==> config.mk <==
export PLATFORM = sky130hd
export DESIGN_NAME = simon_serial_sequencer
export DESIGN_NICKNAME = d
export VERILOG_FILES = /design/src/rtl/simon_serial_sequencer.sv
export SDC_FILE = /design/constraint.sdc
export NUM_CORES = 1
export LEC_CHECK = 0
export ABC_AREA = 1
export CORE_MARGIN = 5
export CORE_UTILIZATION = 40
export CTS_CLUSTER_SIZE = 24
export DETAILED_ROUTE_END_ITERATION = 10
export GPL_TIMING_DRIVEN = 0
export PLACE_DENSITY = 0.7
export SLEW_MARGIN = 20
export SYNTH_ARGS = -nofsm -noshare
export SYNTH_HDL_FRONTEND = slang
export SYNTH_SLANG_ARGS = --single-unit
==> constraint.sdc <==
create_clock -name clk -period 3.4 [get_ports clk]
set_input_delay 0.51 -clock clk [delete_from_list [all_inputs] [get_ports clk]]
set_output_delay 0.51 -clock clk [all_outputs]
set_load 0.02 [all_outputs]
==> src/rtl/simon_serial_sequencer.sv <==
// simon_serial_sequencer
//   Phase and counter sequencer for the bit-serial SIMON 128/128 core.
//   Phases: IDLE -> LOAD (key/plaintext in) -> ENC (ROUNDS rounds) -> UNLOAD
//   (ciphertext out) -> IDLE, with a one-cycle done pulse on completion.
//   The state encoding is the data_rdy phase code, so data_rdy is the state register.
//   Optional feature macro: SIMON_SEQ_IRQ_EN adds a sticky irq output and an irq_clr input.
module simon_serial_sequencer #(
  parameter int CNT_W      = 6,
  parameter int ROUNDS     = 68,
  parameter int LOAD_WORDS = 2,
  parameter int OUT_WORDS  = 2
) (
  input  logic             clk,
  input  logic             reset,
  input  logic             start,
  input  logic             abort,
`ifdef SIMON_SEQ_IRQ_EN
  input  logic             irq_clr,
  output logic             irq,
`endif
  output logic [1:0]       data_rdy,
  output logic [CNT_W-1:0] bit_counter,
  output logic [6:0]       round_idx,
  output logic             word_idx,
  output logic             busy,
  output logic             in_ready,
  output logic             out_valid,
  output logic             done
);

  typedef enum logic [1:0] {
    ST_IDLE   = 2'b00,
    ST_UNLOAD = 2'b01,
    ST_LOAD   = 2'b10,
    ST_ENC    = 2'b11
  } state_t;

  localparam logic [6:0] LAST_ROUND     = 7'(ROUNDS - 1);
  localparam logic       LAST_LOAD_WORD = 1'(LOAD_WORDS - 1);
  localparam logic       LAST_OUT_WORD  = 1'(OUT_WORDS - 1);

  state_t           state_reg;
  logic [CNT_W-1:0] bit_counter_reg;
  logic [6:0]       round_idx_reg;
  logic             word_idx_reg;
  logic             done_reg;

  logic bit_last;
  logic finish;

  // Last bit of a word, and the normal-completion condition of the final UNLOAD cycle
  assign bit_last = (bit_counter_reg == {CNT_W{1'b1}});
  assign finish   = (state_reg == ST_UNLOAD) && !abort && bit_last &&
                    (word_idx_reg == LAST_OUT_WORD);

  // Phase FSM with its bit/word/round counters; abort in any busy phase returns to IDLE
  always_ff @(posedge clk or posedge reset) begin
    if (reset) begin
      state_reg       <= ST_IDLE;
      bit_counter_reg <= '0;
      round_idx_reg   <= '0;
      word_idx_reg    <= 1'b0;
      done_reg        <= 1'b0;
    end else begin
      done_reg <= 1'b0;
      if (state_reg == ST_IDLE) begin
        bit_counter_reg <= '0;
        round_idx_reg   <= '0;
        word_idx_reg    <= 1'b0;
        if (start && !abort) begin
          state_reg <= ST_LOAD;
        end
      end else if (abort) begin
        state_reg       <= ST_IDLE;
        bit_counter_reg <= '0;
        round_idx_reg   <= '0;
        word_idx_reg    <= 1'b0;
      end else begin
        // bit_counter wraps naturally at the word boundary
        bit_counter_reg <= bit_counter_reg + 1'b1;
        if (bit_last) begin
          case (state_reg)
            ST_LOAD: begin
              if (word_idx_reg == LAST_LOAD_WORD) begin
                state_reg    <= ST_ENC;
                word_idx_reg <= 1'b0;
              end else begin
                word_idx_reg <= word_idx_reg + 1'b1;
              end
            end
            ST_ENC: begin
              if (round_idx_reg == LAST_ROUND) begin
                state_reg     <= ST_UNLOAD;
                round_idx_reg <= '0;
              end else begin
                round_idx_reg <= round_idx_reg + 7'd1;
              end
            end
            ST_UNLOAD: begin
              if (word_idx_reg == LAST_OUT_WORD) begin
                state_reg    <= ST_IDLE;
                word_idx_reg <= 1'b0;
                done_reg     <= 1'b1;
              end else begin
                word_idx_reg <= word_idx_reg + 1'b1;
              end
            end
            default: begin
              state_reg <= ST_IDLE;
            end
          endcase
        end
      end
    end
  end

`ifdef SIMON_SEQ_IRQ_EN
  logic irq_reg;

  // Sticky completion interrupt; a set in the same cycle as a clear wins
  always_ff @(posedge clk or posedge reset) begin
    if (reset) begin
      irq_reg <= 1'b0;
    end else begin
      irq_reg <= finish | (irq_reg & ~irq_clr);
    end
  end

  assign irq = irq_reg;
`else
  logic unused_finish;
  assign unused_finish = finish;
`endif

  assign data_rdy    = state_reg;
  assign bit_counter = bit_counter_reg;
  assign round_idx   = round_idx_reg;
  assign word_idx    = word_idx_reg;
  assign done        = done_reg;
  assign busy        = (state_reg != ST_IDLE);
  assign in_ready    = (state_reg == ST_LOAD);
  assign out_valid   = (state_reg == ST_UNLOAD);

endmodule

# Word-level counts from Yosys, hierarchy flattened
# Cells that the tools add are included.
# totals
register_bits	17
input_bits	4
output_inout_bits	20
elab_cells	53
# classes
addsub	3
n_eq_ne	9
muxes	25
reduce_logical	11
# ops
operator	count
7-bit two-way mux	5
2-bit two-way mux	7
6-bit two-way mux	2
1-bit two-way mux	10
3-bit nonzero test	3
4-bit by 2-bit inequality test with 1-bit output, second input constant	2
7-bit by 1-bit adder with 7-bit output, second input constant	1
7-bit == test, second input constant	1
6-bit by 1-bit adder with 6-bit output, second input constant	1
6-bit == test, second input constant	1
2-bit one-hot mux with 3 select lines	1
5-bit AND reduction	1
2-bit == test, second input constant	2
4-bit inequality test, second input constant	1
2-bit AND reduction	2
2-bit by 1-bit == test with 1-bit output, second input constant	1
2-bit zero test	1
2-bit by 1-bit inequality test with 1-bit output, second input constant	1
2-bit nonzero test	1
2-bit OR reduction	1
1-bit adder, second input constant	1
1-bit logical AND	1
1-bit zero test	1

# Longest topological paths before layout
# depth
depth_word	6
depth_mapped	8
mapped_depth_nobuf	8

# Worst setup path before layout
# No wires, ideal clock.
# synth_timing
path_type	flip-flop to output port
from	reg state_reg[0], in the netlist data_rdy[0]
to	out busy
arrival_time_ps	1056
required_time_ps	2890
path_slack_ps	1834
stages_incl_launch_ff	4
path_buffers	0
cell_sequence	dfrtp_1 inv_1 ha_1 inv_1
# synth_via
elab_chain_cells	1
# synth_rtl
element	line_no	rtl
start, declared	42	state_t state_reg;
start signal, assigned	59	state_reg <= ST_IDLE;
start signal, assigned	71	state_reg <= ST_LOAD;
start signal, assigned	74	state_reg <= ST_IDLE;
2-bit nonzero test	140	assign busy = (state_reg != ST_IDLE);
end, declared	25	output logic busy,
# No other way between the ends.

# Final worst setup path
# Ends and elaborated chain as after synthesis.

==> out/metrics.csv <==
metric,value,unit
die_w,59.9,um
hold_end,bit_counter[0]$_DFF_PP0_,
ys_ff_latch,17,
reg2reg_depth,7,
final_hold_viol_count,0,
holdPathStages,1,
initial_core_util,41.0,%
diodes,0,
synth_area,997,um^2
grtUsageMet3,3.02,%
drcViolationCount,0,
die_y,59.9,um
cts_buffer_depth,2,
fmax,0.415,GHz
die_area,3590,um^2
worst_clock_skew,0.00575,ns
first_pass_iters,4,
status,finished clean,
slowest_stage,clkdlybuf4s50_1,
area_growth,29.5,%
ant_nets,0,
synthCells,124,
rows,18,
async_flop_share,100,%
cts_resized,0,
largest_reg_flops,7,
drv_cap,0,
dp_cells,177,
gp_congestion,0.799,
fill_cells,248,
io_buffers,23,
synth_nets,134,
drt_wl_total,2140,um
cts_setup_buffers,0,
dp_hpwl,1670,um
grt_overflow,0,
synth_top_cell_area_share,42.7,%
seq_area_frac_synth,42.7,%
setup-tns-final,0,ns
layout_common_cells,"nand2_1 (33), clkdlybuf4s50_1 (23), dfrtp_1 (17), nor2_1 (15), inv_1 (12)",
drive_gt1_share,9.93,%
cp_common_cell,inv_1,
crit_arrival,1.90,ns
grt_max_degree,18,
holdBufCountCts,0,
cp-end-kind,primary output,
cts_root_buf,clkbuf_4,
p_per_area,545,nW/um^2
syn_avg_cell_area,8.04,um^2
clk_pin_slew_worst_paths,0.10,ns
hp-start,bit_counter[0]$_DFF_PP0_,
cts-buffers-inserted,3,
drt_iter0_drc,15,
met2_usage,21.5,%
period_needed,2.41,ns
crit_path_max_fanout,6,
antenna_found_initial,0,
r2r-start,data_rdy[0]$_DFFE_PP0P_,
top_usage_layer,met2,
grt_pass1_wl,3640,um
whs,0.530,ns
slowest_delay,0.62,ns
first_global_vias,864,
stdcell_count,181,
peakVddDrop,0.318,mV
synth.area.top_cells,"dfrtp_1 (43%), nand2_1 (12%), ha_1 (7.5%)",
clock_latency,0.28,ns
p_leak,0.000603,uW
cts.sinks,17,
core_area,2430,um^2
synth_edf_count,0,
min_period_over_period,71.0,%
cts_tree,done,
tightest_slew,0.654,ns
ys_warn_count,0,
report.final.slew_viol_count,0,
path_class,flip-flop to primary output,
nNetsFinal,162,
layout_commonest_cell,nand2_1,
worst_r2r_endpoint,round_idx[6]$_DFFE_PP0P_,
grt_usage,13.3,%
worst_setup_path_start_kind,flip-flop,
setup_violations,0,
max_slew_margin,56.4,%
worstPathCellList,inv_1 > ha_1 > inv_1 > clkdlybuf4s50_1,
synth_ff_type,dfrtp_1,
routed_via_density,4.88,
met1_usage,17.1,%
synth.distinct_cells,22,
required,2.89,ns
wl_per_cell,11.8,um
htree_levels,1,
synth_area_leader_cell,dfrtp_1,
ioPinCount,24,
hold_class,flip-flop to flip-flop,
ff2ff_setup_slack,1.80,ns
num_vias,883,
rsz0062_at_grt,false,
[worst max-delay path: cells and delay by family (launching register included)]
family	cells	cell delay, ns
DFF	1	0.46
buffers and inverters	3	0.86
adders and majority gates	1	0.30
[metrics by stage]
| stage | utilization (%) | cell area (um^2) | total power (uW) | setup slack (ns) |
|---|---|---|---|---|
| floorplan | - | 997 | 476 | 1.83 |
| global placement | 52.0 | 1260 | 593 | 1.38 |
| detailed placement | 52.0 | 1260 | 602 | 1.34 |
| CTS | 53.1 | 1290 | 711 | 0.995 |
| global route | 53.1 | 1290 | 754 | 0.927 |
| finish | 53.1 | 1290 | 704 | 0.988 |
[kinds of logic after synthesis]
family | share of synthesized area, %
fa+ha+maj | 7.53
buf+inv | 5.27
compound gates | 7.90
flops | 42.7
simple gates | 34.0
xor+xnor | 2.64
[layout make-up]
type / count / area (um^2) / share of cell area [%]
multi-input combinational: 93 / 519 / 40.2
timing repair buffer: 23 / 230 / 17.8
inverter: 14 / 52.6 / 4.07
sequential: 17 / 425 / 32.9
tap: 30 / 37.5 / 2.91
clock buffer: 4 / 26.3 / 2.03
[where the power goes]
part / internal, uW / switching [uW]
Sequential: 225 / 32.5
Clock: 45.4 / 60.3
Combinational: 136 / 206
[Yosys cell counts (3+ instances only)]
cell type,instances
dfrtp_1,17
ha_1,6
nand2_2,3
nand3_1,11
o21ai_0,3
nor2_1,15
a21oi_1,5
inv_1,12
nand2_1,33
o21ai_1,3
xor2_1,3
[layer usage]
layer	vias up	routed length (um)	share of wire [%]
met2	26	938	44
li1	454	-	-
met4	0	10	0.47
met3	2	112	5.2
met5	-	0	0
met1	401	1080	50
[worst max path at each step]
stage                       startpoint   end  slack (ns)  cells after the start
3_3_place_gp   data_rdy[0]$_DFFE_PP0P_  busy        1.38                      4
5_1_grt        data_rdy[0]$_DFFE_PP0P_  busy        0.93                      4
3_5_place_dp   data_rdy[0]$_DFFE_PP0P_  busy        1.34                      4
6_report       data_rdy[0]$_DFFE_PP0P_  busy        0.99                      4
4_1_cts        data_rdy[0]$_DFFE_PP0P_  busy         1.0                      4
2_1_floorplan  data_rdy[0]$_DFFE_PP0P_  busy        1.83                      3
Power figures use the tool's default switching activity.
==> RTL edit: new RTL, same settings <==
The parameter `CNT_W` goes from 6 to 3.
--- a/src/rtl/simon_serial_sequencer.sv
+++ b/src/rtl/simon_serial_sequencer.sv
@@ -5,7 +5,7 @@
 //   The state encoding is the data_rdy phase code, so data_rdy is the state register.
 //   Optional feature macro: SIMON_SEQ_IRQ_EN adds a sticky irq output and an irq_clr input.
 module simon_serial_sequencer #(
-  parameter int CNT_W      = 6,
+  parameter int CNT_W      = 3,
   parameter int ROUNDS     = 68,
   parameter int LOAD_WORDS = 2,
   parameter int OUT_WORDS  = 2
Ports: changed (resized bit_counter); port bits go from 24 to 21. The function was not compared with the original's and may differ.
==> RTL edit against the unedited design <==
Design area fell by 15%. Power is 8.6% lower. Maximum frequency increased by 5.8%. Synthesized area decreased by 17%. Combinational power shrank 5.9%. Synthesized cell count shrank 11%. Sequential power decreased by 20%. Wire length shrank 22%. Die area fell by 14%. Setup slack gained 0.13 ns. Sequential cell count fell by 3. Clock power grew 9%.
==> RTL edit: results (changes against the unedited design) <==
* Outcome: complete, no violations (unchanged)
* Root Driver: clkbuf_4 (unchanged)
* Netlist cell types at 16 (was 22)
* Layout cells sized above 1 at 7.46% (was 9.93%)
* Seq/Total Area, Yosys at 42.2% (was 42.7%)
* Vias in the first global route at 757 (was 864)
* Min cycle time layout at 2.28 ns (was 2.41 ns)
* Syn avg cell area at 7.54 um^2 (was 8.04 um^2)
* CTS Buf Count at 3 (unchanged)
* Slowest CP cell: clkdlybuf4s50_1 (unchanged)
* Synthesized Nets at 121 (was 134)
* Hold_ws at 0.472 ns (was 0.530 ns)
* HP Class: flip-flop to flip-flop (unchanged)
* Detailed Place HPWL at 1370 um (was 1670 um)
* Post-Layout Cell Count at 161 (was 181)
* Worst Path Arrival at 1.77 ns (was 1.90 ns)
* P_leak at 0.542 nW (was 0.603 nW)
* Total track usage at 12.0% (was 13.3%)
* Post-CTS setup buffers at 0 (unchanged)
* Fillers at 214 (was 248)
* Placed inst area at 1060 um^2 (was 1260 um^2)
* Flop2flop setup slack at 1.92 ns (was 1.80 ns)
* Via/cell ratio at 4.62 (was 4.88)
* H-tree lvl count at 1 (unchanged)
* Top post-synthesis cells by count: nand2_1, inv_1, dfrtp_1 (was nand2_1, dfrtp_1, nor2_1)
* Slew @ Worst Pin at 0.535 ns (was 0.654 ns)
* Initial antenna violation count at 0 (unchanged)
* Post-CTS sizing at 0 (unchanged)
* Crit path from: data_rdy[0] (unchanged)
* Worst Skew at 0.00879 ns (was 0.00575 ns)
* Post-synth EDFFs at 0 (unchanged)
* Pre-antenna DRT Iters at 4 (unchanged)
* P_int at 0.379 mW (was 0.406 mW)
* Asr flop ratio synth at 100% (unchanged)
* Area contributors post-synth: dfrtp_1, nand2_1, ha_1 (unchanged)
* Nets at 146 (was 162)
* Post-place setup slack at 1.41 ns (was 1.34 ns)
* Inserted Diodes at 0 (unchanged)
* VDD IR max at 0.000492 V (was 0.000318 V)
* Max Root-Sink Buffers at 2 (unchanged)
* Yosys Warn Count at 0 (unchanged)
* Largest net degree at the start of global routing at 15 (was 18)
* Post-route DRC at 0 (unchanged)
* Crit-path max FO at 5 (was 6)
* First-pass GRT wire length at 3110 um (was 3640 um)
* Violation count after the first detailed-route iteration at 7 (was 15)
* PortBufs at 20 (was 23)
* Gpl congestion at 0.777 (was 0.799)
* Top FF cell, synth: dfrtp_1 (unchanged)
* Worst stage delay on the critical path at 0.61 ns
* Hold Crit Start: bit_counter[0] (unchanged)
* Clock slew at reported path FFs at 0.09 ns
* Max reg flops at 7 (unchanged)
* Skew-Pair Late Insertion Delay at 0.28 ns (about the same)
* DR WL/cell at 10.4 um (was 11.8 um)
==> RTL edit: worst paths after layout <==
kind | end | cells past startpoint
worst max register to register | round_idx[2] | 7
worst min register to register | bit_counter[0] | 1
max in group asynchronous | round_idx[3] | 2
min in group asynchronous | bit_counter[2] | 2
worst max-delay path | busy | 4
worst min-delay path | bit_counter[0] | 1
==> RTL edit: routing by layer <==
metal,GRT usage (%),vias to the layer above,wire (um)
met5,0,-,0
li1,-,386,-
met4,4.86,0,23
met2,19.9,24,808
met1,14.6,330,745
met3,3.03,4,98
==> RTL edit: cells by family (layout without fill, tap and decap cells) <==
kind of cell    Yosys count  after routing  synth area share [%]
xor+xnor                  2              2                  2.11
simple gates             60             60                  31.8
compound gates            7              7                  4.22
fa+ha+maj                 7              7                  10.6
buf+inv                  20             44                  9.05
flops                    14             14                  42.2
==> RTL edit: power by group through the flow <==
stage                     combinational (mW)  sequential, mW  clock [mW]
after floorplan                        0.186           0.229           0
after global placement                 0.319           0.208           0
after detailed placement               0.320           0.209           0
after CTS                              0.324           0.206       0.121
after global routing                   0.358           0.211       0.127
final                                  0.321           0.206       0.116
==> RTL edit: cell type report <==
cell class	count	area [um^2]	area share, %
Clock buffer	4	36.3	3.30
Timing Repair Buffer	20	200	18.2
Multi-Input combinational cell	76	404	36.7
Inverter	20	75.1	6.83
Sequential cell	14	350	31.9
Tap cell	27	33.8	3.07
==> RTL edit: worst max-delay path: cells and delay by family (launching register included) <==
family     cells  cell delay, ns
fa+ha+maj      1            0.27
flops          1            0.42
buf+inv        3            0.80
